### config.mk
export PLATFORM = sky130hd
export DESIGN_NAME = idex_stage_reg
export DESIGN_NICKNAME = d
export VERILOG_FILES = /design/src/rtl/idex_stage_reg.sv
export SDC_FILE = /design/constraint.sdc
export NUM_CORES = 1
export LEC_CHECK = 0
export ABC_AREA = 1
export CAP_MARGIN = 20
export CORE_MARGIN = 2
export CORE_UTILIZATION = 40
export DETAILED_ROUTE_END_ITERATION = 7
export GPL_ROUTABILITY_DRIVEN = 1
export HOLD_SLACK_MARGIN = 0.02
export PLACE_DENSITY = 0.73
export SLEW_MARGIN = 20
export SYNTH_ARGS = -nofsm -noshare
export SYNTH_HDL_FRONTEND = slang
export SYNTH_SLANG_ARGS = --single-unit
export TNS_END_PERCENT = 10
### constraint.sdc
create_clock -name clk -period 11.7 [get_ports clk]
set_input_delay 1.755 -clock clk [delete_from_list [all_inputs] [get_ports clk]]
set_output_delay 1.755 -clock clk [all_outputs]
set_load 0.03 [all_outputs]
### src/rtl/idex_stage_reg.sv
// ---------------------------------------------------------------------------
// idex_stage_reg
//
// ID/EX pipeline boundary of the in-order MIPS core. It captures each decoded
// instruction (PC, instruction word, opaque control bundle, jump/branch class
// bits), tags instructions that sit in a branch delay slot, and computes the
// exception EPC for them.
//
// Both sides use a valid/ready handshake. A one-entry skid buffer sits behind
// the output slot, so id_ready comes straight from a flop and does not depend
// combinationally on ex_ready.
//
// Ports:
//   clk, rst          core clock (rising edge), asynchronous active-high reset
//   flush             exception/ERET flush; drops held and incoming entries
//   id_valid/id_ready upstream handshake (id_ready = NOT skid valid)
//   id_pc, id_instr, id_ctrl, id_is_jmp, id_is_jr, id_is_branch
//                     decoded instruction fields
//   ex_valid/ex_ready downstream handshake
//   ex_pc, ex_instr, ex_ctrl, ex_is_jmp, ex_is_jr, ex_is_branch
//                     contents of the output slot
//   ex_in_delay_slot  instruction follows an accepted control transfer
//   ex_epc            ex_pc-4 for delay-slot instructions, else ex_pc
//
// Optional feature (macro IDEX_PERF_CNT_EN):
//   perf_stall_cnt    saturating count of cycles with ex_valid & !ex_ready
//   perf_bubble_cnt   saturating count of cycles with !ex_valid & ex_ready
// ---------------------------------------------------------------------------
module idex_stage_reg #(
  parameter int PC_W    = 32,
  parameter int INSTR_W = 32,
  parameter int CTRL_W  = 24
) (
  input  logic               clk,
  input  logic               rst,
  input  logic               flush,
  input  logic               id_valid,
  output logic               id_ready,
  input  logic [PC_W-1:0]    id_pc,
  input  logic [INSTR_W-1:0] id_instr,
  input  logic [CTRL_W-1:0]  id_ctrl,
  input  logic               id_is_jmp,
  input  logic               id_is_jr,
  input  logic               id_is_branch,
  output logic               ex_valid,
  input  logic               ex_ready,
  output logic [PC_W-1:0]    ex_pc,
  output logic [INSTR_W-1:0] ex_instr,
  output logic [CTRL_W-1:0]  ex_ctrl,
  output logic               ex_is_jmp,
  output logic               ex_is_jr,
  output logic               ex_is_branch,
  output logic               ex_in_delay_slot,
  output logic [PC_W-1:0]    ex_epc
`ifdef IDEX_PERF_CNT_EN
  ,
  output logic [31:0]        perf_stall_cnt,
  output logic [31:0]        perf_bubble_cnt
`endif
);

  typedef struct packed {
    logic [PC_W-1:0]    pc;
    logic [INSTR_W-1:0] instr;
    logic [CTRL_W-1:0]  ctrl;
    logic               is_jmp;
    logic               is_jr;
    logic               is_branch;
    logic               ds;
  } entry_t;

  entry_t out_q, out_d;
  entry_t skid_q, skid_d;
  logic   out_valid_q, out_valid_d;
  logic   skid_valid_q, skid_valid_d;
  logic   ds_pending_q, ds_pending_d;

  entry_t in_entry;
  logic   acc;
  logic   deq;

  assign id_ready = ~skid_valid_q;
  assign acc      = id_valid & id_ready;
  assign deq      = out_valid_q & ex_ready;

  // Incoming entry inherits the delay-slot tag armed by the previous accept.
  always_comb begin
    in_entry.pc        = id_pc;
    in_entry.instr     = id_instr;
    in_entry.ctrl      = id_ctrl;
    in_entry.is_jmp    = id_is_jmp;
    in_entry.is_jr     = id_is_jr;
    in_entry.is_branch = id_is_branch;
    in_entry.ds        = ds_pending_q;
  end

  // Next-state logic for the two entries and the delay-slot tracker.
  // Flush wins over everything; a consumed instruction still counts as taken
  // because the downstream handshake completes regardless.
  always_comb begin
    out_d        = out_q;
    skid_d       = skid_q;
    out_valid_d  = out_valid_q;
    skid_valid_d = skid_valid_q;
    ds_pending_d = ds_pending_q;

    if (flush) begin
      out_valid_d  = 1'b0;
      skid_valid_d = 1'b0;
      ds_pending_d = 1'b0;
    end else begin
      if (acc) begin
        ds_pending_d = id_is_jmp | id_is_jr | id_is_branch;
      end

      if (!out_valid_q) begin
        if (acc) begin
          out_d       = in_entry;
          out_valid_d = 1'b1;
        end
      end else if (deq) begin
        if (skid_valid_q) begin
          // id_ready is low here, so no accept can collide with the refill.
          out_d        = skid_q;
          skid_valid_d = 1'b0;
        end else if (acc) begin
          out_d = in_entry;
        end else begin
          out_valid_d = 1'b0;
        end
      end else if (!skid_valid_q && acc) begin
        skid_d       = in_entry;
        skid_valid_d = 1'b1;
      end
    end
  end

  // State registers; data is cleared on reset so outputs read zero.
  always_ff @(posedge clk or posedge rst) begin
    if (rst) begin
      out_q        <= '0;
      skid_q       <= '0;
      out_valid_q  <= 1'b0;
      skid_valid_q <= 1'b0;
      ds_pending_q <= 1'b0;
    end else begin
      out_q        <= out_d;
      skid_q       <= skid_d;
      out_valid_q  <= out_valid_d;
      skid_valid_q <= skid_valid_d;
      ds_pending_q <= ds_pending_d;
    end
  end

  assign ex_valid         = out_valid_q;
  assign ex_pc            = out_q.pc;
  assign ex_instr         = out_q.instr;
  assign ex_ctrl          = out_q.ctrl;
  assign ex_is_jmp        = out_q.is_jmp;
  assign ex_is_jr         = out_q.is_jr;
  assign ex_is_branch     = out_q.is_branch;
  assign ex_in_delay_slot = out_q.ds;
  // Subtraction wraps modulo 2^PC_W.
  assign ex_epc           = out_q.ds ? (out_q.pc - PC_W'(4)) : out_q.pc;

`ifdef IDEX_PERF_CNT_EN
  logic [31:0] perf_stall_cnt_q, perf_stall_cnt_d;
  logic [31:0] perf_bubble_cnt_q, perf_bubble_cnt_d;

  // Saturating counters; flush deliberately does not touch them.
  always_comb begin
    perf_stall_cnt_d  = perf_stall_cnt_q;
    perf_bubble_cnt_d = perf_bubble_cnt_q;
    if (out_valid_q && !ex_ready && (perf_stall_cnt_q != 32'hFFFF_FFFF)) begin
      perf_stall_cnt_d = perf_stall_cnt_q + 32'd1;
    end
    if (!out_valid_q && ex_ready && (perf_bubble_cnt_q != 32'hFFFF_FFFF)) begin
      perf_bubble_cnt_d = perf_bubble_cnt_q + 32'd1;
    end
  end

  always_ff @(posedge clk or posedge rst) begin
    if (rst) begin
      perf_stall_cnt_q  <= 32'd0;
      perf_bubble_cnt_q <= 32'd0;
    end else begin
      perf_stall_cnt_q  <= perf_stall_cnt_d;
      perf_bubble_cnt_q <= perf_bubble_cnt_d;
    end
  end

  assign perf_stall_cnt  = perf_stall_cnt_q;
  assign perf_bubble_cnt = perf_bubble_cnt_q;
`endif

endmodule
==> impl_metrics.env, run 1 <==
export IMPL_drt_wl_total_um=23400
export IMPL_pre_cts_ws_ns=6.40
export IMPL_grt_max_degree=133
export IMPL_timing_hold_violations_final=0
export IMPL_cp_data_required_time_ns=12.06
export IMPL_seq_area_frac_synth_pct=52.4
export IMPL_yosysTopAreaCellShare_pct=52.4
export IMPL_synth_most_common_cell="dfrtp_1"
export IMPL_setup_viol=0
export IMPL_status="finished, final reports clean"
export IMPL_core_rowCount=54
export IMPL_syn_area_um2=8930
export IMPL_route_detailed_drc=0
export IMPL_cts_sinks=187
export IMPL_cts_buffers=17
export IMPL_antenna_found_initial=1
export IMPL_pin_count=222
export IMPL_synth_net_count=1192
export IMPL_drv_cap=0
export IMPL_fin_cells=1561
export IMPL_io_buffers=221
export IMPL_crit_type="input port to flop"
export IMPL_fin_total_pwr_uw=2040
export IMPL_final_max_slew_viol_count=0
export IMPL_skew_ns=0.0107
export IMPL_die_h_um=153
export IMPL_leakagePower_uw=0.00549
export IMPL_period_share_pct=41.7
export IMPL_setup_tns_final_ns=0
export IMPL_synth_cell_types=28
export IMPL_finalCriticalPeriod_ns=4.87
export IMPL_slew_headroom_pct=24.0
export IMPL_ir_worst_vdd_v=0.0000994
export IMPL_cts_max_level=4
export IMPL_ys_ff_latch=187
export IMPL_yosysTopAreaCell="dfrtp_1"
export IMPL_fmax_mhz=205
export IMPL_cts_setup_buffers=0
export IMPL_clock_root_buffer="clkbuf_16"
export IMPL_die_area_um2=23500
export IMPL_clockBufferDepth=2
export IMPL_cp_arrival_ns=5.23
export IMPL_power_density_nw_per_um2=172
export IMPL_critPathLaunchType="input port"
export IMPL_fin_nets=1365
export IMPL_globalRouteTotalUtil_pct=20.1
export IMPL_area_delta_synth_final_pct=32.5
export IMPL_ys_warn_count=0
export IMPL_post_drt_wl_per_cell_um=15.0
export IMPL_post_cts_resized=0
export IMPL_cts_tree="built"
export IMPL_synthTopCellsByCount="dfrtp_1 (187), o21ai_1 (173), nand2_1 (157), inv_1 (145), nand3_1 (102)"
export IMPL_drt_first_pass_iters=5
export IMPL_hpwl_um=14800
export IMPL_first_iter_violations=516
export IMPL_coreArea_um2=21900
export IMPL_die_w_um=153
export IMPL_fin_ws_ns=6.83
export IMPL_worst_pin_slew_ns=1.14
export IMPL_vias=7876
export IMPL_synth_edff_count=0
export IMPL_syn_avg_cell_area_um2=8.16
export IMPL_drive_gt1_share_pct=9.45
export IMPL_synthFlopType="dfrtp_1"
export IMPL_grt_pass1_wl_um=38600
export IMPL_clk_latency_ns=0.43
export IMPL_gp_congestion=0.821
export IMPL_grt_pass1_vias=7498
export IMPL_overflow=0
export IMPL_cp_max_fo=96
export IMPL_dp_cells=1528
export IMPL_rsz0062_at_grt="false"
export IMPL_syn_inst=1095
export IMPL_ctsHoldBuffers=0
export IMPL_n_antenna_cell=0
export IMPL_clkTransAtPathRegs_ns=0.07
export IMPL_synth_async_reset_ratio_pct=100
export IMPL_crit_path_end_kind="flop"
export IMPL_initial_core_util_pct=40.8
export IMPL_min_path_type="flop to flop"
export IMPL_viasPerCell=5.05
export IMPL_ant_nets=0
export IMPL_synth_area_leaders="dfrtp_1 (52%), o21ai_1 (9.7%), nand2_1 (6.6%)"
[critical path, cell delays in order]
cell and delay, ns:
clkdlybuf4s50_1 0.43, clkinv_2 0.05, buf_4 0.76, nand2_1 0.24, a21oi_4 0.90, buf_4 0.68
o21ai_0 0.17, inv_1 0.08
[per-layer routing]
layer / part of all wire, % / global-route usage (%)
met5: 0 / 0
met4: 1.6 / 5.42
met3: 6.3 / 5.59
met2: 46 / 31.5
met1: 46 / 27.6
[flip-flops by register name (all words and copies together) (netlist names)]
name / count
skid_q: 92
ex_instr: 32
ex_pc: 32
ex_ctrl: 24
ds_pending_q: 1
ex_in_delay_slot: 1
ex_is_branch: 1
ex_is_jmp: 1
ex_is_jr: 1
ex_valid: 1
skid_valid_q: 1
[cell families (layout without fill, tap and decap cells)]
| family | count (synthesis) | count (layout) | share of synthesized area (%) |
|---|---|---|---|
| AOI/OAI and AO/OA | 282 | 282 | 17.2 |
| and+or+nand+nor | 315 | 315 | 15.5 |
| DFF | 187 | 187 | 52.4 |
| xor gates and xnor gates | 19 | 19 | 1.86 |
| adders and majority gates | 1 | 1 | 0.140 |
| buffers and inverters | 291 | 477 | 12.9 |
[power breakdown]
group	switching (uW)	total [uW]	leakage, uW	internal (uW)
registers	100	882	0.00222	782
clock network	255	542	0.000274	287
logic	358	615	0.00300	257
[per-stage QoR]
step | instance area (um^2) | hold WS (ns) | utilization [%]
after global routing | 11800 | 0.511 | 54.1
after CTS | 11800 | 0.495 | 53.9
final | 11800 | 0.490 | 54.1
after global placement | 11200 | 0.470 | 51.3
after detailed placement | 11200 | 0.476 | 51.3
after floorplan | 8930 | 0.459 | -
[layout make-up]
cell class | count | area, um^2
repair buffers | 226 | 2270
flip-flops and latches | 187 | 4680
fillers | 2014 | 10100
clock buffers | 21 | 460
multi-input cells | 617 | 3150
clock inverters | 11 | 87.6
inverters | 219 | 831
well taps | 280 | 350
[final timing paths]
| kind | start | endpoint | slack [ns] | cells after the start |
|---|---|---|---|---|
| max in group asynchronous | rst | ex_pc[26]$_DFFE_PP0P_ | 8.40 | 3 |
| max reg2reg | ex_valid$_DFF_PP0_ | ex_pc[27]$_DFFE_PP0P_ | 8.31 | 7 |
| min | skid_q[81]$_DFFE_PP0P_ | skid_q[81]$_DFFE_PP0P_ | 0.49 | 2 |
| min in group asynchronous | rst | ex_instr[7]$_DFFE_PP0P_ | 1.86 | 2 |
| max | flush | ex_pc[27]$_DFFE_PP0P_ | 6.83 | 8 |
| min reg2reg | skid_q[81]$_DFFE_PP0P_ | skid_q[81]$_DFFE_PP0P_ | 0.49 | 2 |
[cell usage in the layout, fill, tap and decap left out, drive strengths merged]
cell,count
nor4,1
clkinv,9
buf,5
nor3,4
clkbuf,21
ha,1
a21oi,1
nor2,40
nand3,102
clkdlybuf4s50,221
a41oi,1
o21ai,187
nand2,159
xor2,14
nand3b,5
a31oi,1
inv,221
nand4,4
o22ai,92
dfrtp,187
xnor2,5
No activity file was read; power rests on OpenSTA's default activity.
==> run 2, diff against run 1 <==
Settings changed: PLACE_DENSITY 0.73 to 0.76.
Clock period 11.7 ns to 4.15 ns, I/O delays scaled along.
==> impl_metrics.env, run 2 (synthesis results as in run 1) <==
export IMPL_status="finished, final reports clean"
export IMPL_fmax_mhz=303
export IMPL_area_delta_synth_final_pct=33.5
export IMPL_core_rowCount=54
export IMPL_cts_buffers=17
export IMPL_clk_latency_ns=0.42
export IMPL_power_density_nw_per_um2=489
export IMPL_final_max_slew_viol_count=0
export IMPL_worst_pin_slew_ns=1.10
export IMPL_clkTransAtPathRegs_ns=0.08
export IMPL_hold_path_endpoint="ex_is_jmp$_DFFE_PP0P_"
export IMPL_post_cts_resized=0
export IMPL_ff2ff_setup_slack_ns=1.83
export IMPL_r2r_start="skid_valid_q$_DFFE_PP0P_"
export IMPL_grt_pass1_wl_um=40100
export IMPL_ff_latch_area_um2=4680
export IMPL_grt_pass1_vias=7923
export IMPL_fin_nets=1372
export IMPL_final_area_um2=11900
export IMPL_ctsHoldBuffers=0
export IMPL_die_h_um=153
export IMPL_die_area_um2=23500
export IMPL_die_w_um=153
export IMPL_finalCriticalPeriod_ns=3.30
export IMPL_cts_max_level=4
export IMPL_cp_arrival_ns=2.67
export IMPL_setup_tns_final_ns=0
export IMPL_drt_first_pass_iters=5
export IMPL_period_share_pct=79.4
export IMPL_pre_cts_ws_ns=1.22
export IMPL_hp_start="ex_is_jmp$_DFFE_PP0P_"
export IMPL_drt_wl_total_um=23700
export IMPL_final_cell_mix="clkdlybuf4s50_1 (221), dfrtp_1 (187), o21ai_1 (173)"
export IMPL_skew_ns=0.00772
export IMPL_cp_max_fo=5
export IMPL_final_common_cell="clkdlybuf4s50_1"
export IMPL_viasPerCell=5.13
export IMPL_rr_endpoint="ex_instr[23]$_DFFE_PP0P_"
export IMPL_reg2reg_depth=7
export IMPL_critPathLaunchType="flop"
export IMPL_place_area_um2=11300
export IMPL_clock_root_buffer="clkbuf_16"
export IMPL_first_iter_violations=501
export IMPL_overflow=0
export IMPL_antenna_found_initial=0
export IMPL_drv_cap=0
export IMPL_ant_nets=0
export IMPL_ir_worst_vdd_v=0.000285
export IMPL_globalRouteTotalUtil_pct=20.7
export IMPL_initial_core_util_pct=40.8
export IMPL_pin_count=222
export IMPL_top_register="skid_q"
export IMPL_gp_congestion=0.837
export IMPL_hpwl_um=15400
export IMPL_postLayoutCoreUtil_pct=54.5
export IMPL_crit_path_end_kind="output port"
export IMPL_fill_cells=1983
export IMPL_coreArea_um2=21900
export IMPL_io_buffers=221
export IMPL_clockBufferDepth=2
export IMPL_cts_setup_buffers=0
export IMPL_crit_type="flop to output port"
export IMPL_multi_input_area_um2=3130
export IMPL_leakagePower_uw=0.00554
export IMPL_fin_ws_ns=0.853
export IMPL_setup_viol=0
export IMPL_min_path_type="flop to flop"
export IMPL_cts_sinks=187
export IMPL_largest_reg_flops=92
export IMPL_slew_headroom_pct=26.4
export IMPL_n_antenna_cell=0
export IMPL_timing_hold_violations_final=0
export IMPL_cp_data_required_time_ns=3.53
export IMPL_grt_max_degree=95
export IMPL_cts_tree="built"
export IMPL_route_detailed_drc=0
export IMPL_hold_depth=2
export IMPL_post_drt_wl_per_cell_um=15.1
export IMPL_vias=8045
export IMPL_rsz0062_at_grt="false"
export IMPL_drive_gt1_share_pct=10.1
## run 2: layout make-up
class | count | share of cell area, %
flip-flops and latches | 187 | 39.3
inverters | 219 | 6.94
well taps | 280 | 2.94
clock inverters | 15 | 1.27
clock buffers | 17 | 3.57
repair buffers | 233 | 19.7
multi-input cells | 617 | 26.3
## run 2: through the flow
step | hold slack, ns | power (uW) | std cells
detailed placement | 0.477 | 4260 | 1536
global placement | 0.470 | 4210 | 1536
global route | 0.509 | 6170 | 1568
CTS | 0.493 | 5900 | 1568
floorplan | 0.459 | 3510 | 1095
finish | 0.488 | 5830 | 1568
## run 2: critical path: stages, from the launching register on
cell	delay, ns
dfrtp_1	0.43
inv_1	0.10
ha_1	0.16
nand2_1	0.09
inv_2	0.07
nand2_1	0.08
nor2_2	0.18
nand2_2	0.12
nor2_4	0.18
xor2_1	0.15
clkdlybuf4s50_1	0.68
## run 2: how the worst max path moves through the flow
stage                                     from  cells past startpoint                       end
final                     ex_pc[3]$_DFFE_PP0P_                     10                ex_epc[22]
after global routing      ex_pc[3]$_DFFE_PP0P_                     11                ex_epc[26]
after floorplan                            rst                      1  ds_pending_q$_DFFE_PP0P_
after detailed placement              id_valid                      7  ex_instr[23]$_DFFE_PP0P_
after global placement                id_valid                      7  ex_instr[10]$_DFFE_PP0P_
after CTS                 ex_pc[3]$_DFFE_PP0P_                     10                ex_epc[22]
## run 2: routing by layer
layer,vias to the layer above,routed length [um],global-route usage [%]
li1,3920,-,-
met4,0,538,7.60
met3,35,1510,4.08
met5,-,0,0
met2,274,11200,33.1
met1,3816,10400,27.9
## run 2: where the power goes
part / leakage, uW / switching (uW) / internal, uW
sequential: 0.00222 / 282 / 2200
clock: 0.000278 / 757 / 850
combinational: 0.00304 / 1010 / 731
==> run 3, diff against run 2 <==
Clock period 4.15 ns to 2.7 ns, I/O delays scaled along.
==> impl_metrics.env, run 3 (synthesis results as in run 1) <==
export IMPL_status="finished, final reports clean"
export IMPL_coreArea_um2=21900
export IMPL_cp_data_required_time_ns=2.30
export IMPL_crit_path_end_kind="output port"
export IMPL_clock_root_buffer="clkbuf_16"
export IMPL_max_stage_delay_ns=0.43
export IMPL_cp_max_fo=7
export IMPL_rsz0062_at_grt="true"
export IMPL_period_share_pct=97.4
export IMPL_rr_endpoint="ex_instr[21]$_DFFE_PP0P_"
export IMPL_cts_max_level=4
export IMPL_ant_nets=0
export IMPL_initial_core_util_pct=40.8
export IMPL_grt_pass1_vias=7869
export IMPL_cp_num_buf_inv=2
export IMPL_multi_input_area_um2=3150
export IMPL_cts_sinks=187
export IMPL_r2r_start="ex_valid$_DFF_PP0_"
export IMPL_drt_wl_total_um=24100
export IMPL_overflow=0
export IMPL_leakagePower_uw=0.00562
export IMPL_drv_cap=0
export IMPL_timing_hold_violations_final=0
export IMPL_globalRouteTotalUtil_pct=21.0
export IMPL_power_density_nw_per_um2=748
export IMPL_die_h_um=153
export IMPL_grt_pass1_wl_um=40600
export IMPL_io_buffers=221
export IMPL_largest_reg_flops=92
export IMPL_fin_nets=1380
export IMPL_slew_headroom_pct=46.9
export IMPL_worst_pin_slew_ns=0.797
export IMPL_top_register="skid_q"
export IMPL_ir_worst_vdd_v=0.000453
export IMPL_area_delta_synth_final_pct=34.1
export IMPL_crit_chain="inv_1 -> nand2_1 -> nor2_1 -> nand2_1 -> nor3_4 -> nand3b_1 -> nand2_1 -> dlygate4sd2_1"
export IMPL_final_cell_mix="clkdlybuf4s50_1 (195), dfrtp_1 (187), o21ai_1 (173)"
export IMPL_drive_gt1_share_pct=11.7
export IMPL_first_iter_violations=412
export IMPL_vias=7949
export IMPL_setup_viol=0
export IMPL_die_w_um=153
export IMPL_crit_slowest_cell="dfrtp_1"
export IMPL_holdWs_ns=0.411
export IMPL_route_detailed_drc=0
export IMPL_min_path_type="input port to asynchronous set/reset pin"
export IMPL_grt_max_degree=114
export IMPL_ff_latch_area_um2=4680
export IMPL_clockBufferDepth=2
export IMPL_cpLargestDelayFamily="simple AND/OR/NAND/NOR gates"
export IMPL_final_max_slew_viol_count=0
export IMPL_setup_tns_final_ns=0
export IMPL_antenna_found_initial=2
export IMPL_reg2reg_depth=5
export IMPL_timing_critical_path_mode_cell="nand2_1"
export IMPL_drt_first_pass_iters=5
export IMPL_gp_congestion=0.845
export IMPL_cp_arrival_ns=2.22
export IMPL_cts_buffers=17
export IMPL_viasPerCell=5.04
export IMPL_post_drt_wl_per_cell_um=15.3
export IMPL_cts_setup_buffers=0
export IMPL_clk_latency_ns=0.42
export IMPL_core_rowCount=54
export IMPL_skew_ns=0.0107
export IMPL_critPathLaunchType="flop"
export IMPL_finalCriticalPeriod_ns=2.63
export IMPL_cts_tree="built"
export IMPL_fmax_mhz=380
export IMPL_ctsHoldBuffers=0
export IMPL_die_area_um2=23500
export IMPL_ff2ff_setup_slack_ns=0.83
export IMPL_pin_count=222
export IMPL_hpwl_um=16000
export IMPL_final_common_cell="clkdlybuf4s50_1"
export IMPL_crit_type="flop to output port"
export IMPL_clkTransAtPathRegs_ns=0.07
export IMPL_fill_cells=2046
-- run 3: cell count changes in the layout (fill, tap and decap cells not counted), sizes merged, moves of 2 or more --
cell / previous run / this run
buf: 12 / 24
clkbuf: 17 / 30
clkdlybuf4s15: 0 / 2
clkdlybuf4s50: 221 / 195
clkinv: 4 / 6
clkinvlp: 4 / 2
dlygate4sd2: 0 / 7
dlymetal6s2s: 0 / 3
inv: 225 / 220
-- run 3: area by class of cell --
cell class	instances	area share, %
inverter	219	6.91
clock buffer	20	3.73
multi-input combinational	617	26.3
sequential	187	39.1
timing repair buffer	241	19.9
antenna	1	0.0209
clock inverter	11	1.14
tap	280	2.93
-- run 3: power by group --
part	switching [uW]	internal (uW)	total (uW)
Sequential	427	3390	3820
Clock	1090	1400	2490
Combinational	1560	1080	2650
Total	3080	5880	8960
-- run 3: timing repair --
action                     CTS  global route
pin swaps                    0             1
setup endpoints to repair   22            22
resized for setup           34            34
-- run 3: metal layers --
layer | up-vias | global-route usage [%] | routed length (um)
li1 | 3934 | - | -
met1 | 3768 | 28.2 | 11000
met2 | 226 | 34.5 | 11400
met3 | 21 | 4.79 | 1390
met4 | 0 | 5.50 | 302
met5 | - | 0 | 0
-- run 3: per-stage QoR --
stage	worst slack [ns]	utilization [%]	power, uW	area [um^2]	std cells
final	0.0707	54.7	8960	12000	1576
after global routing	-0.116	54.7	9470	12000	1576
after CTS	-0.0286	54.9	9060	12000	1575
after detailed placement	0.0874	52.3	6580	11400	1544
after global placement	0.176	52.3	6500	11400	1544
after floorplan	-0.111	-	5390	8930	1095
-- run 3: worst max path at each step --
stage,to,from,slack (ns),cells past startpoint
floorplan,ds_pending_q$_DFFE_PP0P_,rst,-0.11,1
global placement,ex_epc[22],ex_pc[2]$_DFFE_PP0P_,0.18,10
detailed placement,ex_epc[22],ex_pc[2]$_DFFE_PP0P_,0.09,10
CTS,ex_epc[24],ex_pc[2]$_DFFE_PP0P_,-0.03,10
global route,ex_epc[27],ex_in_delay_slot$_DFFE_PP0P_,-0.12,9
finish,ex_epc[21],ex_pc[2]$_DFFE_PP0P_,0.07,8
==> RTL change (flow settings as in run 3) <==
Change the parameter `PC_W` from 32 to 64.
--- a/src/rtl/idex_stage_reg.sv
+++ b/src/rtl/idex_stage_reg.sv
@@ -29,3 +29,3 @@
 module idex_stage_reg #(
-  parameter int PC_W    = 32,
+  parameter int PC_W    = 64,
   parameter int INSTR_W = 32,
Ports: changed (resized ex_epc, ex_pc and id_pc); port bits go from 222 to 318. The function was not compared with the original's and may differ.
==> RTL change against run 3 <==
Sequential cell count is 64 higher; register-to-register slack worse by 0.22 ns; setup slack worse by 0.21 ns; cell area is 49% higher; routed wire length is 69% higher; total power is 48% higher; the run now ends with setup timing left; synthesized cell count is 25% higher; count of clock-buffer cells in the layout is 22 higher; first-iteration DRC count is 66% higher; critical endpoint is now ex_epc[54]; synthesized area is 40% higher.
==> RTL change: results (changes against run 3) <==
Timing
  • Worst hold slack: 0.275 ns (was 0.411 ns)
  • Total negative slack: -1.90 ns (was 0 ns)
  • Final setup fails: 28 (was 0)
  • Clock skew: 0.00914 ns (was 0.0107 ns)
  • Worst Setup Slack, final: -0.141 ns (was 0.0707 ns)
  • Slew @ Worst Pin: 0.761 ns (was 0.797 ns)

Worst setup path
  • Maximum fanout along the worst path: 5 (was 7)
  • CP startpoint: ex_pc[2]$_DFFE_PP0P_ (unchanged)
  • Reg2reg end: ex_pc[61]$_DFFE_PP0P_ (was ex_instr[21]$_DFFE_PP0P_)
  • R2R Path Start: ex_valid$_DFF_PP0_ (unchanged)
  • Critical Path Max Stage Delay: 0.40 ns (was 0.43 ns)
  • Crit path to: ex_epc[54] (was ex_epc[21])
  • CP Data Arrival Time: 2.44 ns (was 2.22 ns)
  • Flop2flop setup slack: 0.61 ns (was 0.83 ns)

Global route
  • Gr usage total: 24.2% (was 21.0%)
  • First-pass GRT wire length: 64,200 um (was 40,600 um)
  • Vias in the first global route: 11,715 (was 7,869)
  • Pin count of the biggest net entering global routing: 126 (was 114)
  • Initial antenna violation count: 3 (was 2)

Clocking
  • CTS H-tree depth: 1 (was 4)
  • CTS max path bufs: 3 (was 2)
  • Clock buffer count from CTS: 28 (was 17)
  • Clk_lat worst skew: 0.54 ns (was 0.42 ns)
  • Clock root buffer: clkbuf_16 (unchanged)

Finish
  • Final nets: 1,854 (was 1,380)
  • Layout cells sized above 1: 17.0% (was 11.7%)
  • Non-Filler Instances: 2,143 (was 1,576)
  • Most flop-heavy register: skid_q (unchanged)
  • Max reg flops: 124 (was 92)

Synth
  • Async set or reset register ratio after synthesis: 100% (unchanged)
  • Post-Synthesis Net Count: 1,499 (was 1,192)
  • Netlist cell types: 30 (was 28)
  • Syn Area/Cell: 9.15 um^2 (was 8.16 um^2)
  • Synth Area in Adders: 0.0999% (was 0.140%)
  • Top cells by count, synth: dfrtp_1 (251), inv_1 (180), nand3_1 (146) (was dfrtp_1 (187), o21ai_1 (173), nand2_1 (157))
  • Post-Synth XOR/XNOR Area: 2.94% (was 1.86%)
  • Multiplexer share of the synthesized area: 10.9% (was 0%)
  • Largest cells by area after synthesis: dfrtp_1 (50%), mux2_1 (9.0%), o22ai_1 (6.2%) (was dfrtp_1 (52%), o21ai_1 (9.7%), nand2_1 (6.6%))
  • Compound-gate portion of the synthesized area: 11.7% (was 17.2%)
  • Register area share after synthesis: 50.1% (was 52.4%)

Route
  • WL per Instance: 19.0 um (was 15.3 um)
  • Starting DRT DRC Count: 683 (was 412)
  • Vias per cell: 5.43 (was 5.04)

Placement
  • Placed cells: 2,070 (was 1,544)
  • I/O Buffers: 317 (was 221)
  • Dpl cell area: 16,500 um^2 (was 11,400 um^2)
  • Routability Congestion: 0.909 (was 0.845)
  • HPWL after DPL: 27,600 um (was 16,000 um)

Power and ir drop
  • Leakage power: 0.00783 uW (was 0.00562 uW)
  • Peak VDD IR: 524 uV (was 453 uV)

Run status
  • Violated checks: setup timing
  • Status: complete, but fails checks (was complete, no violations)
-- RTL change: cell count changes after synthesis, sizes merged, moves of 19 or more --
| cell | change |
|---|---|
| clkbuf | +19 |
| o22ai | +32 |
| nand2 | -20 |
| dfrtp | +64 |
| nor2 | +84 |
| nand3 | +46 |
| inv | -37 |
| o21ai | -54 |
| mux2 | +121 |
-- RTL change: through the flow --
step	worst slack, ns	utilization, %
finish	-0.141	58.2
global route	-0.297	58.2
CTS	-0.255	57.1
detailed placement	0.0191	53.7
global placement	0.0670	53.7
floorplan	-1.01	-
-- RTL change: routing by layer --
metal / global-route usage (%) / routed length, um / vias to the layer above / part of all wire [%]
li1: - / - / 5310 / -
met1: 30.7 / 16300 / 5690 / 40
met2: 41.0 / 19600 / 524 / 48
met3: 4.98 / 3200 / 100 / 7.9
met4: 8.94 / 1540 / 4 / 3.8
met5: 0 / 27 / - / 0.066
-- RTL change: kinds of logic after synthesis --
family | after synthesis
XOR/XNOR | 42
AO/OA/AOI/OAI | 260
AND/OR/NAND/NOR | 431
adder cells (fa/ha/maj) | 1
flip-flops | 251
buffers and inverters | 264
multiplexers | 121
-- RTL change: final cells by class --
type | instances | area, um^2
Fill cell | 2626 | 12900
Inverter | 182 | 689
Clock inverter | 9 | 101
Tap cell | 396 | 495
Multi-Input combinational cell | 855 | 5500
Antenna cell | 1 | 2.50
Clock buffer | 42 | 795
Timing Repair Buffer | 407 | 4030
Sequential cell | 251 | 6280
-- RTL change: timing repair --
action,in CTS,in global routing
endpoints found under the setup margin,58,56
endpoints found under the hold margin,0,0
pin swaps,9,27
resized for setup,107,96
hold buffers,0,0
buffers inserted,5,16
-- RTL change: report_power, final --
part	total, uW	switching, uW	internal, uW
combinational	4400	2510	1900
sequential	5130	516	4610
clock	3750	1530	2220
total	13300	4550	8730
